==> config.mk <==
export PLATFORM = sky130hd
export DESIGN_NAME = load_store_unit_flat
export DESIGN_NICKNAME = d
export VERILOG_FILES = /design/src/rtl/load_store_unit_if.sv /design/src/rtl/load_store_unit.sv /design/src/flat_wrapper.sv
export SDC_FILE = /design/constraint.sdc
export NUM_CORES = 1
export LEC_CHECK = 0
export BUFFER_PORTS_ARGS = -buffer_cell sky130_fd_sc_hd__buf_2
export CAP_MARGIN = 20
export CORE_MARGIN = 10
export CORE_UTILIZATION = 55
export DETAILED_ROUTE_END_ITERATION = 7
export GPL_TIMING_DRIVEN = 0
export PLACE_DENSITY = 0.9
export SLEW_MARGIN = 20
export SYNTH_ARGS = -nofsm -noshare
export SYNTH_HDL_FRONTEND = slang
export SYNTH_SLANG_ARGS = --single-unit
==> constraint.sdc <==
create_clock -name clk -period 7.3 [get_ports clk]
set_clock_uncertainty 0.05 [all_clocks]
set_input_delay 0.73 -clock clk [delete_from_list [all_inputs] [get_ports clk]]
set_output_delay 0.73 -clock clk [all_outputs]
set_load 0.02 [all_outputs]
==> src/rtl/load_store_unit_if.sv <==
// rtl/load_store_unit_if.sv - CPU request / data-memory port bundle for load_store_unit.
interface load_store_unit_if #(
  parameter int ADDR_WIDTH = 32
);
  logic                  req_valid;
  logic                  req_we;
  logic [1:0]            req_size;
  logic                  req_unsigned;
  logic [ADDR_WIDTH-1:0] req_addr;
  logic [31:0]           req_wdata;
  logic                  stall;
  logic [31:0]           load_data;
  logic                  load_valid;
  logic                  access_err;
  logic [ADDR_WIDTH-1:0] mem_address;
  logic [31:0]           mem_write_data;
  logic [3:0]            mem_byte_enable;
  logic                  mem_write_enable;
  logic [31:0]           mem_read_data;

  modport slave (
    input  req_valid, req_we, req_size, req_unsigned, req_addr, req_wdata,
    input  mem_read_data,
    output stall, load_data, load_valid, access_err,
    output mem_address, mem_write_data, mem_byte_enable, mem_write_enable
  );

  modport master (
    output req_valid, req_we, req_size, req_unsigned, req_addr, req_wdata,
    output mem_read_data,
    input  stall, load_data, load_valid, access_err,
    input  mem_address, mem_write_data, mem_byte_enable, mem_write_enable
  );
endinterface

==> src/rtl/load_store_unit.sv <==
// rtl/load_store_unit.sv - byte/half/word load-store to word memory with lane shifting and extension.
// Macro LSU_MISALIGN_SPLIT_EN: split word-crossing accesses over two cycles; otherwise flag access_err.
module load_store_unit #(
  parameter int ADDR_WIDTH = 32
) (
  input logic               clk,
  input logic               rst_n,
  load_store_unit_if.slave  bus
);

`ifdef LSU_MISALIGN_SPLIT_EN
  localparam bit SPLIT_EN = 1'b1;
`else
  localparam bit SPLIT_EN = 1'b0;
`endif

  typedef enum logic {IDLE, SECOND} state_t;

  state_t                state_q, state_d;
  logic [ADDR_WIDTH-1:0] addr_q;
  logic [1:0]            size_q;
  logic                  unsigned_q;
  logic                  we_q;
  logic [31:0]           wdata_q;
  logic [31:0]           low_q;
  logic                  latch_en;

  logic [1:0]  off;
  logic [2:0]  nbytes;
  logic [3:0]  mask;
  logic [7:0]  be_wide;
  logic        crossing;
  logic [2:0]  rem;
  logic [31:0] low_d;

  function automatic logic [2:0] size_bytes(input logic [1:0] s);
    case (s)
      2'b00:   return 3'd1;
      2'b01:   return 3'd2;
      default: return 3'd4;
    endcase
  endfunction

  function automatic logic [3:0] size_mask(input logic [1:0] s);
    case (s)
      2'b00:   return 4'b0001;
      2'b01:   return 4'b0011;
      default: return 4'b1111;
    endcase
  endfunction

  function automatic logic [31:0] extend(input logic [31:0] d, input logic [1:0] s,
                                         input logic uns);
    case (s)
      2'b00:   return uns ? {24'd0, d[7:0]}  : {{24{d[7]}}, d[7:0]};
      2'b01:   return uns ? {16'd0, d[15:0]} : {{16{d[15]}}, d[15:0]};
      default: return d;
    endcase
  endfunction

  assign off      = bus.req_addr[1:0];
  assign nbytes   = size_bytes(bus.req_size);
  assign mask     = size_mask(bus.req_size);
  assign be_wide  = {4'd0, mask} << off;
  assign crossing = ({1'b0, off} + nbytes) > 3'd4;
  // Second-half shift is the number of bytes already handled in the low word.
  assign rem      = 3'd4 - {1'b0, addr_q[1:0]};
  assign low_d    = bus.mem_read_data >> {off, 3'b000};

  always_comb begin
    state_d              = state_q;
    latch_en             = 1'b0;
    bus.stall            = 1'b0;
    bus.load_data        = 32'd0;
    bus.load_valid       = 1'b0;
    bus.access_err       = 1'b0;
    bus.mem_address      = '0;
    bus.mem_write_data   = 32'd0;
    bus.mem_byte_enable  = 4'd0;
    bus.mem_write_enable = 1'b0;

    if (!rst_n) begin
      state_d = IDLE;
    end else begin
      case (state_q)
        IDLE: begin
          if (bus.req_valid) begin
            if (bus.req_size == 2'b11 || (crossing && !SPLIT_EN)) begin
              bus.access_err = 1'b1;
            end else begin
              bus.mem_address      = {bus.req_addr[ADDR_WIDTH-1:2], 2'b00};
              bus.mem_byte_enable  = be_wide[3:0];
              bus.mem_write_data   = bus.req_wdata << {off, 3'b000};
              bus.mem_write_enable = bus.req_we;
              if (crossing) begin
                bus.stall = 1'b1;
                latch_en  = 1'b1;
                state_d   = SECOND;
              end else if (!bus.req_we) begin
                bus.load_valid = 1'b1;
                bus.load_data  = extend(low_d, bus.req_size, bus.req_unsigned);
              end
            end
          end
        end
        SECOND: begin
          bus.mem_address      = {addr_q[ADDR_WIDTH-1:2], 2'b00} + ADDR_WIDTH'(4);
          bus.mem_byte_enable  = size_mask(size_q) >> rem;
          bus.mem_write_data   = wdata_q >> {rem, 3'b000};
          bus.mem_write_enable = we_q;
          if (!we_q) begin
            bus.load_valid = 1'b1;
            bus.load_data  = extend(low_q | (bus.mem_read_data << {rem, 3'b000}),
                                    size_q, unsigned_q);
          end
          state_d = IDLE;
        end
        default: state_d = IDLE;
      endcase
    end
  end

  always_ff @(posedge clk) begin
    if (!rst_n) begin
      state_q    <= IDLE;
      addr_q     <= '0;
      size_q     <= 2'd0;
      unsigned_q <= 1'b0;
      we_q       <= 1'b0;
      wdata_q    <= 32'd0;
      low_q      <= 32'd0;
    end else begin
      state_q <= state_d;
      if (latch_en) begin
        addr_q     <= bus.req_addr;
        size_q     <= bus.req_size;
        unsigned_q <= bus.req_unsigned;
        we_q       <= bus.req_we;
        wdata_q    <= bus.req_wdata;
        low_q      <= low_d;
      end
    end
  end

endmodule

==> src/flat_wrapper.sv <==
// flat-port wrapper written by rule: the top's interface ports become plain ports
module load_store_unit_flat 
#(
  parameter int ADDR_WIDTH = 32
)
  (clk, rst_n, bus_req_valid, bus_req_we, bus_req_size, bus_req_unsigned, bus_req_addr, bus_req_wdata, bus_mem_read_data, bus_stall, bus_load_data, bus_load_valid, bus_access_err, bus_mem_address, bus_mem_write_data, bus_mem_byte_enable, bus_mem_write_enable);
  load_store_unit_if #(.ADDR_WIDTH(ADDR_WIDTH)) bus_i ();
  input logic clk;
  input logic rst_n;
  input wire logic [$bits(bus_i.req_valid)-1:0] bus_req_valid;
  input wire logic [$bits(bus_i.req_we)-1:0] bus_req_we;
  input wire logic [$bits(bus_i.req_size)-1:0] bus_req_size;
  input wire logic [$bits(bus_i.req_unsigned)-1:0] bus_req_unsigned;
  input wire logic [$bits(bus_i.req_addr)-1:0] bus_req_addr;
  input wire logic [$bits(bus_i.req_wdata)-1:0] bus_req_wdata;
  input wire logic [$bits(bus_i.mem_read_data)-1:0] bus_mem_read_data;
  output wire logic [$bits(bus_i.stall)-1:0] bus_stall;
  output wire logic [$bits(bus_i.load_data)-1:0] bus_load_data;
  output wire logic [$bits(bus_i.load_valid)-1:0] bus_load_valid;
  output wire logic [$bits(bus_i.access_err)-1:0] bus_access_err;
  output wire logic [$bits(bus_i.mem_address)-1:0] bus_mem_address;
  output wire logic [$bits(bus_i.mem_write_data)-1:0] bus_mem_write_data;
  output wire logic [$bits(bus_i.mem_byte_enable)-1:0] bus_mem_byte_enable;
  output wire logic [$bits(bus_i.mem_write_enable)-1:0] bus_mem_write_enable;
  assign bus_i.req_valid = bus_req_valid;
  assign bus_i.req_we = bus_req_we;
  assign bus_i.req_size = bus_req_size;
  assign bus_i.req_unsigned = bus_req_unsigned;
  assign bus_i.req_addr = bus_req_addr;
  assign bus_i.req_wdata = bus_req_wdata;
  assign bus_i.mem_read_data = bus_mem_read_data;
  assign bus_stall = bus_i.stall;
  assign bus_load_data = bus_i.load_data;
  assign bus_load_valid = bus_i.load_valid;
  assign bus_access_err = bus_i.access_err;
  assign bus_mem_address = bus_i.mem_address;
  assign bus_mem_write_data = bus_i.mem_write_data;
  assign bus_mem_byte_enable = bus_i.mem_byte_enable;
  assign bus_mem_write_enable = bus_i.mem_write_enable;
  load_store_unit #(.ADDR_WIDTH(ADDR_WIDTH)) u_core (.clk(clk), .rst_n(rst_n), .bus(bus_i));
endmodule
# Word level (Yosys, flattened, before mapping)
# Index checks and enable logic that the tools add are counted.
dict set report word_totals {
  regBits 101
  inputBits 103
  out_inout_bits 104
  wordCells 76
}
dict set report classes {
  addsub 3
  n_lt_le_gt_ge 1
  n_eq_ne 3
  shift 6
  muxes 51
  n_bitwise 2
  n_reduce_logical 3
}
# op count
set op_table {}
lappend op_table {{$mux 32} 16}
lappend op_table {{$pmux 32 s2} 5}
lappend op_table {{$add 32x3->32 const B} 1}
lappend op_table {{$or 32x32->32} 1}
lappend op_table {{$shl 32x5->32} 1}
lappend op_table {{$shl 32x6->32} 1}
lappend op_table {{$shr 32x5->32} 1}
lappend op_table {{$shr 32x6->32} 1}
lappend op_table {{$pmux 4 s2} 3}
lappend op_table {{$mux 4} 5}
lappend op_table {{$mux 1} 18}
lappend op_table {{$pmux 1 s2} 3}
lappend op_table {{$pmux 3 s2} 1}
lappend op_table {{$eq 2x1->1 const B} 2}
lappend op_table {{$logic_not 2->1} 2}
lappend op_table {{$shl 4x2->4} 1}
lappend op_table {{$shr 4x3->4} 1}
lappend op_table {{$add 2x3->3} 1}
lappend op_table {{$gt 3x3->1 const B} 1}
lappend op_table {{$sub 3x2->3 const A} 1}
lappend op_table {{$eq 2x2->1 const B} 1}
lappend op_table {{$logic_or 1x1->1} 1}
lappend op_table {{$not 1->1} 1}

# Depth between registers and ports, before layout
# Gate-level depths: netlist of the first run.
dict set report depth {
  ltp_word 9
  mapped_depth 11
  ltp_nobuf 9
}

# Worst setup path before layout of the first run
# No wires, ideal clock.
dict set report synth_timing {
  path_type {in2out}
  startpoint {input port bus_req_addr[1]}
  endpoint {output port bus_load_data[10]}
  t_arrival_ns 3.762
  required_time_ns 6.520
  slack_ns 2.758
  cell_stages 10
  path_buffers 4
  path_cell_list {clkbuf_1 -> buf_2 -> clkinv_1 -> clkbuf_1 -> fa_1 -> nand2_1 -> a211oi_4 -> a22oi_1 -> clkbuf_1 -> a211oi_1}
}
dict set report synth_between {
  elab_chain_len 9
  elab_cells_between_ends 13
  cone_classes {add/sub: 1; order compare: 1; shift: 1; mux: 9; reduce/logical: 1}
}
# element line_no
set synth_lines {}
lappend synth_lines {{from (decl)} flat_wrapper.sv:14} ;# input wire logic [$bits(bus_i.req_addr)-1:0] bus_req_addr;
lappend synth_lines {{$shr 32x5->32} load_store_unit.sv:68} ;# assign low_d = bus.mem_read_data >> {off, 3'b000};
lappend synth_lines {{$mux 32, on equally long branches} {load_store_unit.sv:56, load_store_unit.sv:55}}
lappend synth_lines {{$pmux 32 s2} load_store_unit.sv:54} ;# case (s)
lappend synth_lines {{$mux 32} load_store_unit.sv:99} ;# end else if (!bus.req_we) begin
lappend synth_lines {{$mux 32} load_store_unit.sv:95} ;# if (crossing) begin
lappend synth_lines {{$mux 32 (*)} load_store_unit.sv:88} ;# if (bus.req_size == 2'b11 || (crossing && !SPLIT_EN)) begin
lappend synth_lines {{$mux 32 (*)} load_store_unit.sv:87} ;# if (bus.req_valid) begin
lappend synth_lines {{$pmux 32 s2 (*)} load_store_unit.sv:85} ;# case (state_q)
lappend synth_lines {{$mux 32 (*)} load_store_unit.sv:82} ;# if (!rst_n) begin
lappend synth_lines {{to (decl)} flat_wrapper.sv:18} ;# output wire logic [$bits(bus_i.load_data)-1:0] bus_load_data;
# Mark *: on every way between the ends. The rest lies on a longest branch, timed or not.

# Worst setup path after layout of the first run
dict set report layout_timing {
  startpoint {input port bus_req_addr[1]}
  endpoint {output port bus_load_data[8]}
}
# Same word-level chain as after synthesis.

==> results.sh, run 1 <==
export IMPL_syn_to_final_growth_pct=20.9
export IMPL_hold_class="flop to flop"
export IMPL_hold_ws_ps=400
export IMPL_seq_area_mm2=0.00202
export IMPL_die_x_um=135
export IMPL_nFillCells=1124
export IMPL_ctsHoldBuffers=0
export IMPL_end_kind="output port"
export IMPL_wl_met3_um=3920
export IMPL_hpwlAfterDp_um=20800
export IMPL_p_per_area_mw_per_mm2=143
export IMPL_met2_length_um=12100
export IMPL_setup_slack_ps=1540
export IMPL_hold_viol=0
export IMPL_synth_cell_types=70
export IMPL_drt_iter0_drc=1333
export IMPL_cpMostUsedCell="clkbuf_1"
export IMPL_wl_per_cell_um=21.3
export IMPL_ant_nets=0
export IMPL_cts_sinks=101
export IMPL_timing_fmax_mhz=174
export IMPL_clkSlewWorstSetupHoldPaths_ps=70
export IMPL_syn_inst=893
export IMPL_dp_cells=1269
export IMPL_tritoncts_num_buffers=9
export IMPL_clockRootBuffer="clkbuf_16"
export IMPL_gp_congestion=0.992
export IMPL_std_cell_rows=41
export IMPL_worst_slew_pin_slew_ps=949
export IMPL_drv_cap=0
export IMPL_peakVddDrop_mv=0.130
export IMPL_reg2regPathDepth=4
export IMPL_synth_enable_flop_cells=0
export IMPL_grt_pass1_vias=8039
export IMPL_synthFlopType="dfxtp_1"
export IMPL_grt_pass1_wl_um=42400
export IMPL_grt_use_total=0.288
export IMPL_slowest_delay_ps=710
export IMPL_top_layer="met4"
export IMPL_critPathKind="input port to output port"
export IMPL_die_h_um=135
export IMPL_setup_viol=0
export IMPL_cp_start_kind="input port"
export IMPL_rr_startpoint="u_core.addr_q[0]$_SDFFE_PN0P_"
export IMPL_leakagePower_nw=3.70
export IMPL_slowest_stage="a211oi_4"
export IMPL_synthArstFlopShare=0
export IMPL_cp_required_ps=6520
export IMPL_core_area_mm2=0.0127
export IMPL_cts_buffer_depth=2
export IMPL_worstReg2RegEnd="u_core.addr_q[0]$_SDFFE_PN0P_"
export IMPL_drt_met1_wl_um=10000
export IMPL_cts_tree="built"
export IMPL_viasPerCell=6.51
export IMPL_clk_latency_ps=360
export IMPL_wl_um=27400
export IMPL_status="complete, no violations"
export IMPL_diodes=0
export IMPL_period_needed_ps=5760
export IMPL_final_cells=1285
export IMPL_drc_errors=0
export IMPL_post_route_period_util=0.788
export IMPL_grt_max_degree=18
export IMPL_synth_area_per_cell_um2=8.07
export IMPL_rrSetupSlack_ps=6010
export IMPL_grt_overflow=0
export IMPL_dieArea_mm2=0.0181
export IMPL_antenna_found_initial=0
export IMPL_route_vias_total=8364
export IMPL_initial_core_util=0.567
export IMPL_ys_ff_latch=101
export IMPL_finalPower_mw=1.25
export IMPL_endpoint="bus_load_data[8]"
export IMPL_h_tree_depth=3
export IMPL_finalMaxSlewViolations=0
export IMPL_layout_drive_gt1_share=0.243
export IMPL_post_cts_resized=0
export IMPL_syn_cell_area_mm2=0.00721
export IMPL_stdcell_area_mm2=0.00872
export IMPL_fin_nets=1216
export IMPL_fin_util=0.685
export IMPL_crit_chain="clkbuf_1, buf_2, clkinv_1, clkbuf_1, fa_1, nand2_1, a211oi_4, a22oi_1, clkbuf_1, a211oi_1, buf_2"
export IMPL_placed_area_mm2=0.00844
export IMPL_cp_max_fo=10
export IMPL_slew_headroom=0.363
export IMPL_arrival_ps=4980
export IMPL_first_pass_iters=7
export IMPL_pre_cts_ws_ps=1750
export IMPL_fin_tns_setup_ps=0
export IMPL_io_buffers=201
export IMPL_crit_start="bus_req_addr[1]"
export IMPL_ys_seq_area_frac=0.280
export IMPL_postCtsSetupBuffers=0
export IMPL_num_io_pins=207
export IMPL_rsz0062_at_grt="false"
export IMPL_multi_input_area_mm2=0.00480
export IMPL_yosysWarnings=0
-- worst min path at each step --
stage	from	endpoint	slack, ps	cells past startpoint
floorplan	u_core.addr_q[1]$_SDFFE_PN0P_	u_core.addr_q[1]$_SDFFE_PN0P_	370	2
global placement	u_core.addr_q[1]$_SDFFE_PN0P_	u_core.addr_q[1]$_SDFFE_PN0P_	380	2
detailed placement	u_core.addr_q[1]$_SDFFE_PN0P_	u_core.addr_q[1]$_SDFFE_PN0P_	390	2
CTS	u_core.addr_q[1]$_SDFFE_PN0P_	u_core.addr_q[1]$_SDFFE_PN0P_	400	2
global route	u_core.addr_q[1]$_SDFFE_PN0P_	u_core.addr_q[1]$_SDFFE_PN0P_	420	2
finish	u_core.addr_q[1]$_SDFFE_PN0P_	u_core.addr_q[1]$_SDFFE_PN0P_	400	2
-- cell usage in the layout, fill, tap and decap left out, types with 6 or more instances in the layout --
| master | instances |
|---|---|
| buf_2 | 215 |
| dfxtp_1 | 101 |
| and2_1 | 98 |
| nand2_1 | 90 |
| mux2i_1 | 81 |
| nor2_1 | 65 |
| clkbuf_1 | 55 |
| a21oi_1 | 42 |
| o22ai_1 | 39 |
| nand3_1 | 33 |
| o21ai_0 | 29 |
| a211oi_1 | 28 |
| mux4_2 | 17 |
| inv_1 | 16 |
| a22oi_1 | 10 |
| nand4_1 | 10 |
| nor3_1 | 9 |
| clkbuf_16 | 9 |
| a2111oi_0 | 8 |
| a2bb2oi_1 | 8 |
| a32oi_1 | 8 |
| o2bb2ai_1 | 7 |
| nand2b_1 | 6 |
| o41ai_1 | 6 |
| or4_1 | 6 |
| o211ai_1 | 6 |
-- cell families after synthesis --
kind of cell / Yosys count / synth area share
AOI/OAI and AO/OA: 225 / 0.219
DFF: 101 / 0.280
other: 1 / 0.000520
buffers and inverters: 98 / 0.0562
xor gates and xnor gates: 11 / 0.0144
adders and majority gates: 5 / 0.00972
and+or+nand+nor: 354 / 0.254
muxes: 98 / 0.166
-- report_power, final --
group	switching, mW	total (mW)	internal (mW)
sequential	0.000182	0.551	0.551
clock	0.222	0.455	0.234
combinational	0.156	0.242	0.0865
-- layer usage --
layer | vias to the layer above | track usage
li1 | 3711 | -
met2 | 722 | 0.442
met1 | 3786 | 0.348
met4 | 0 | 0.156
met5 | - | 0
met3 | 145 | 0.0976
-- Yosys cell counts, types with 5 or more instances --
library cell  instances  area [µm²]
xnor2_1               5        43.8
dfxtp_1             101        2020
nand4_1              10        62.6
and3_1                5        31.3
o22ai_1              39         244
nand2b_1              6        37.5
or4_1                 6        45.0
o211ai_1              6        45.0
inv_1                16        60.1
a2bb2oi_1             8        70.1
a211oi_1             28         210
a211o_1               5        43.8
nor2b_1               5        31.3
clkbuf_1             54         203
nand3_1              33         165
and2_1               98         613
nor2_1               65         244
mux4_2               17         383
o2bb2ai_1             7        61.3
buf_2                14        70.1
a2111oi_0             8        70.1
a32oi_1               8        70.1
o21ai_0              29         145
mux2i_1              81         811
o41ai_1               6        52.6
buf_1                 5        18.8
nor3_1               10        50.1
a22oi_1              10        75.1
a21oi_1              42         210
nand2_1              90         338
xor2_1                5        43.8
-- registers in the layout (all words and copies together), names as in the netlist --
name and cells:
u_core.addr_q 32, u_core.low_q 32, u_core.wdata_q 32, u_core.size_q 2
u_core.state_q 1, u_core.unsigned_q 1, u_core.we_q 1
-- final cells by class --
| cell class | count | area share |
|---|---|---|
| inverters | 20 | 0.00861 |
| plain buffers | 78 | 0.0379 |
| clock inverters | 6 | 0.00502 |
| well taps | 172 | 0.0247 |
| clock buffers | 10 | 0.0263 |
| flip-flops and latches | 101 | 0.232 |
| repair buffers | 201 | 0.115 |
| multi-input cells | 697 | 0.550 |
-- worst max-delay path: cells and delay by family --
kind                       cells  cell delay [ps]
buffers and inverters          6             1920
adders and majority gates      1              630
AOI/OAI and AO/OA              3             1440
and+or+nand+nor                1              230
No activity file was read; power rests on OpenSTA's default activity.
==> inputs of run 2 (changes only) <==
CORE_UTILIZATION = 53   (was 55)
PLACE_DENSITY = 0.87   (was 0.9)
clock period = 5.7 ns   (was 7.3 ns; I/O delays follow)
==> results.sh, run 2 (synthesis results as in run 1) <==
export IMPL_mostFrequentLayoutCells="buf_2, dfxtp_1, and2_1"
export IMPL_holdPathEnd="u_core.addr_q[1]$_SDFFE_PN0P_"
export IMPL_grt_overflow=0
export IMPL_dieArea_mm2=0.0187
export IMPL_ctsHoldBuffers=0
export IMPL_worstReg2RegEnd="u_core.addr_q[0]$_SDFFE_PN0P_"
export IMPL_drt_iter0_drc=999
export IMPL_p_per_area_mw_per_mm2=187
export IMPL_multi_input_area_mm2=0.00480
export IMPL_clkSlewWorstSetupHoldPaths_ps=80
export IMPL_post_route_period_util=0.940
export IMPL_hpwlAfterDp_um=20500
export IMPL_crit_chain="clkbuf_1, buf_2, clkinv_1, clkbuf_1, fa_1, nand2_1, a211oi_4, a22oi_1, clkbuf_1, a211oi_1, buf_2"
export IMPL_num_io_pins=207
export IMPL_status="complete, no violations"
export IMPL_ant_nets=0
export IMPL_finalMaxSlewViolations=0
export IMPL_worst_slew_pin_slew_ps=963
export IMPL_postCtsSetupBuffers=0
export IMPL_dp_cells=1273
export IMPL_period_needed_ps=5360
export IMPL_holdPathStages=2
export IMPL_rr_startpoint="u_core.addr_q[0]$_SDFFE_PN0P_"
export IMPL_slowest_delay_ps=690
export IMPL_first_pass_iters=7
export IMPL_reg2regPathDepth=4
export IMPL_top_regs="u_core.addr_q (32), u_core.low_q (32), u_core.wdata_q (32)"
export IMPL_clk_latency_ps=350
export IMPL_gp_congestion=1.00
export IMPL_slowest_stage="a211oi_4"
export IMPL_cts_tree="built"
export IMPL_layout_drive_gt1_share=0.243
export IMPL_die_h_um=137
export IMPL_post_cts_resized=0
export IMPL_rrSetupSlack_ps=4410
export IMPL_grt_pass1_vias=7956
export IMPL_tritoncts_num_buffers=9
export IMPL_fin_nets=1216
export IMPL_drc_errors=0
export IMPL_grt_pass1_wl_um=41600
export IMPL_critPathKind="input port to output port"
export IMPL_wl_um=26800
export IMPL_hold_class="flop to flop"
export IMPL_cp_required_ps=5080
export IMPL_antenna_found_initial=0
export IMPL_route_vias_total=8191
export IMPL_nFillCells=1144
export IMPL_leakagePower_nw=3.72
export IMPL_grt_use_total=0.274
export IMPL_placed_area_mm2=0.00845
export IMPL_initial_core_util=0.542
export IMPL_cp_start_kind="input port"
export IMPL_wl_per_cell_um=20.8
export IMPL_die_x_um=137
export IMPL_finalPower_mw=1.64
export IMPL_core_area_mm2=0.0133
export IMPL_diodes=0
export IMPL_arrival_ps=4740
export IMPL_seq_area_mm2=0.00202
export IMPL_h_tree_depth=3
export IMPL_syn_to_final_growth_pct=21.4
export IMPL_cp_max_fo=10
export IMPL_setup_viol=0
export IMPL_cpLargestDelayFamily="buffers and inverters"
export IMPL_cts_sinks=101
export IMPL_fin_tns_setup_ps=0
export IMPL_timing_fmax_mhz=187
export IMPL_viasPerCell=6.35
export IMPL_slew_headroom=0.357
export IMPL_hold_viol=0
export IMPL_grt_max_degree=20
export IMPL_rsz0062_at_grt="false"
export IMPL_worst_path_buf_inv=6
export IMPL_final_cells=1289
export IMPL_io_buffers=201
export IMPL_cpMostUsedCell="clkbuf_1"
export IMPL_layout_commonest_cell="buf_2"
export IMPL_drv_cap=0
export IMPL_clockRootBuffer="clkbuf_16"
export IMPL_holdCritStartpoint="u_core.addr_q[1]$_SDFFE_PN0P_"
export IMPL_std_cell_rows=42
export IMPL_stdcell_area_mm2=0.00876
export IMPL_cts_buffer_depth=2
export IMPL_peakVddDrop_mv=0.172
export IMPL_end_kind="output port"
run 2: cell types whose count changed in the layout (fill, tap and decap cells not counted):
cell,before,now
clkinv_2,2,0
inv_6,3,1
inv_8,0,2
clkbuf_1,55,54
clkbuf_8,0,1
clkinv_4,0,1
clkinv_8,0,1
run 2: worst max path at each step:
stage / start / end / slack (ps) / cells past startpoint
2_1_floorplan: bus_req_addr[1] / bus_load_data[10] / 1480 / 10
3_3_place_gp: bus_req_addr[1] / bus_load_data[8] / 590 / 11
3_5_place_dp: bus_req_addr[1] / bus_load_data[8] / 570 / 11
4_1_cts: bus_req_addr[1] / bus_load_data[8] / 560 / 11
5_1_grt: bus_req_addr[1] / bus_load_data[8] / 180 / 11
6_report: bus_req_addr[1] / bus_load_data[14] / 340 / 11
run 2: area by class of cell:
| class | count | share of cell area |
|---|---|---|
| multi-input combinational | 697 | 0.548 |
| buffer | 78 | 0.0377 |
| timing repair buffer | 201 | 0.115 |
| tap | 176 | 0.0252 |
| inverter | 20 | 0.00857 |
| clock buffer | 10 | 0.0273 |
| sequential | 101 | 0.231 |
| clock inverter | 6 | 0.00729 |
run 2: metrics by stage:
step,hold WS (ps),utilization,setup slack [ps]
6_report,410,0.659,342
5_1_grt,431,0.659,178
4_1_cts,409,0.659,557
3_5_place_dp,389,0.636,572
3_3_place_gp,381,0.635,588
2_1_floorplan,370,-,1480
run 2: tightest hold or removal path: stages, from the launching register on:
cell     delay, ps
dfxtp_1        300
inv_1           70
nor2_1          50
run 2: power breakdown:
group          total, mW  internal, mW  leakage (nW)  switching, mW
clock              0.623         0.321         0.146          0.302
combinational      0.308         0.111          2.76          0.198
sequential         0.705         0.705         0.813       0.000191
total               1.64          1.14          3.72          0.500
run 2: metal layers:
| layer | routed length [µm] | GRT usage | part of all wire |
|---|---|---|---|
| met2 | 12000 | 0.435 | 0.45 |
| met4 | 1030 | 0.114 | 0.039 |
| met1 | 10200 | 0.330 | 0.38 |
| met3 | 3480 | 0.0953 | 0.13 |
| met5 | 0 | 0 | 0 |
==> inputs of run 3 (changes only) <==
CELL_PAD_IN_SITES_DETAIL_PLACEMENT = 0   (was unset)
CELL_PAD_IN_SITES_GLOBAL_PLACEMENT = 2   (was unset)
CORE_UTILIZATION = 30   (was 53)
==> results.sh, run 3 (synthesis results as in run 1) <==
export IMPL_cp_max_fo=10
export IMPL_grt_max_degree=18
export IMPL_grt_pass1_wl_um=46200
export IMPL_io_buffers=201
export IMPL_wl_per_cell_um=21.2
export IMPL_grt_pass1_vias=7671
export IMPL_clk_latency_ps=350
export IMPL_clkSlewWorstSetupHoldPaths_ps=70
export IMPL_hold_class="flop to flop"
export IMPL_drc_errors=0
export IMPL_postCtsSetupBuffers=0
export IMPL_first_pass_iters=5
export IMPL_status="complete, no violations"
export IMPL_layout_drive_gt1_share=0.243
export IMPL_setup_viol=0
export IMPL_cts_buffer_depth=2
export IMPL_diodes=0
export IMPL_finalMaxSlewViolations=0
export IMPL_cts_tree="built"
export IMPL_p_per_area_mw_per_mm2=185
export IMPL_drt_iter0_drc=613
export IMPL_drv_cap=0
export IMPL_clockRootBuffer="clkbuf_16"
export IMPL_h_tree_depth=3
export IMPL_critPathKind="input port to output port"
export IMPL_ctsHoldBuffers=0
export IMPL_std_cell_rows=56
export IMPL_dieArea_mm2=0.0306
export IMPL_nFillCells=2560
export IMPL_post_route_period_util=0.942
export IMPL_die_x_um=175
export IMPL_worst_slew_pin_slew_ps=966
export IMPL_end_kind="output port"
export IMPL_mostFrequentLayoutCells="buf_2, dfxtp_1, and2_1"
export IMPL_viasPerCell=5.38
export IMPL_antenna_found_initial=1
export IMPL_top_regs="u_core.addr_q (32), u_core.low_q (32), u_core.wdata_q (32)"
export IMPL_fin_tns_setup_ps=0
export IMPL_stdcell_area_mm2=0.00894
export IMPL_leakagePower_nw=3.73
export IMPL_seq_area_mm2=0.00202
export IMPL_grt_overflow=0
export IMPL_peakVddDrop_mv=0.126
export IMPL_cts_sinks=101
export IMPL_num_io_pins=207
export IMPL_cp_start_kind="input port"
export IMPL_ant_nets=0
export IMPL_hpwlAfterDp_um=23600
export IMPL_arrival_ps=4750
export IMPL_wl_um=30400
export IMPL_syn_to_final_growth_pct=24.0
export IMPL_route_vias_total=7711
export IMPL_hold_viol=0
export IMPL_initial_core_util=0.306
export IMPL_gp_congestion=0.884
export IMPL_fin_nets=1218
export IMPL_tritoncts_num_buffers=9
export IMPL_period_needed_ps=5370
export IMPL_grt_use_total=0.190
export IMPL_layout_commonest_cell="buf_2"
export IMPL_slew_headroom=0.351
export IMPL_post_cts_resized=0
export IMPL_multi_input_area_mm2=0.00480
export IMPL_cp_required_ps=5080
export IMPL_core_area_mm2=0.0235
export IMPL_timing_fmax_mhz=186
export IMPL_placed_area_mm2=0.00863
export IMPL_die_h_um=175
export IMPL_rsz0062_at_grt="false"
run 3: cell types whose count changed in the layout (fill, tap and decap cells not counted), sizes merged:
cell,previous run,this run
buf,224,226
bufinv,0,1
clkinv,6,5
clkinvlp,1,0
run 3: final cells by class:
type,instances,share of cell area
well taps,319,0.0446
repair buffers,203,0.114
inverters,20,0.00839
flip-flops and latches,101,0.226
clock buffers,10,0.0256
clock inverters,5,0.00755
plain buffers,78,0.0369
multi-input cells,697,0.537
run 3: metal layers:
metal / global-route usage / vias to the layer above / share of wire
li1: - / 3720 / -
met1: 0.250 / 3572 / 0.45
met2: 0.299 / 370 / 0.45
met3: 0.0498 / 47 / 0.079
met4: 0.0533 / 2 / 0.023
met5: 0 / - / 0.00043
run 3: through the flow:
stage | total power [mW] | hold slack, ps | cells | setup slack (ps) | util
after global routing | 1.72 | 422 | 1433 | 74.5 | 0.380
after detailed placement | 1.03 | 383 | 1416 | 177 | 0.367
after global placement | 1.03 | 379 | 1416 | 204 | 0.366
after floorplan | 0.898 | 370 | 896 | 1480 | -
after CTS | 1.66 | 393 | 1431 | 168 | 0.379
final | 1.66 | 393 | 1433 | 328 | 0.380
run 3: path summary, 6_finish.rpt:
| check | startpoint | endpoint | slack [ps] | cells after the start |
|---|---|---|---|---|
| max | bus_req_addr[1] | bus_mem_write_data[16] | 330 | 10 |
| min | u_core.addr_q[1]$_SDFFE_PN0P_ | u_core.addr_q[1]$_SDFFE_PN0P_ | 390 | 2 |
| max reg2reg | u_core.addr_q[0]$_SDFFE_PN0P_ | u_core.addr_q[0]$_SDFFE_PN0P_ | 4370 | 4 |
| min reg2reg | u_core.addr_q[1]$_SDFFE_PN0P_ | u_core.addr_q[1]$_SDFFE_PN0P_ | 390 | 2 |
run 3: critical path, cell delays in order:
cell,delay [ps]
clkbuf_1,300
buf_2,360
clkinv_1,350
clkbuf_1,400
fa_1,560
xnor2_2,250
a2111oi_2,850
nand2_1,480
o22ai_1,390
buf_2,230
run 3: report_power, final:
part	internal, mW	switching, mW	total, mW
sequential	0.705	0.000207	0.706
clock	0.346	0.289	0.635
combinational	0.112	0.205	0.317
total	1.16	0.494	1.66
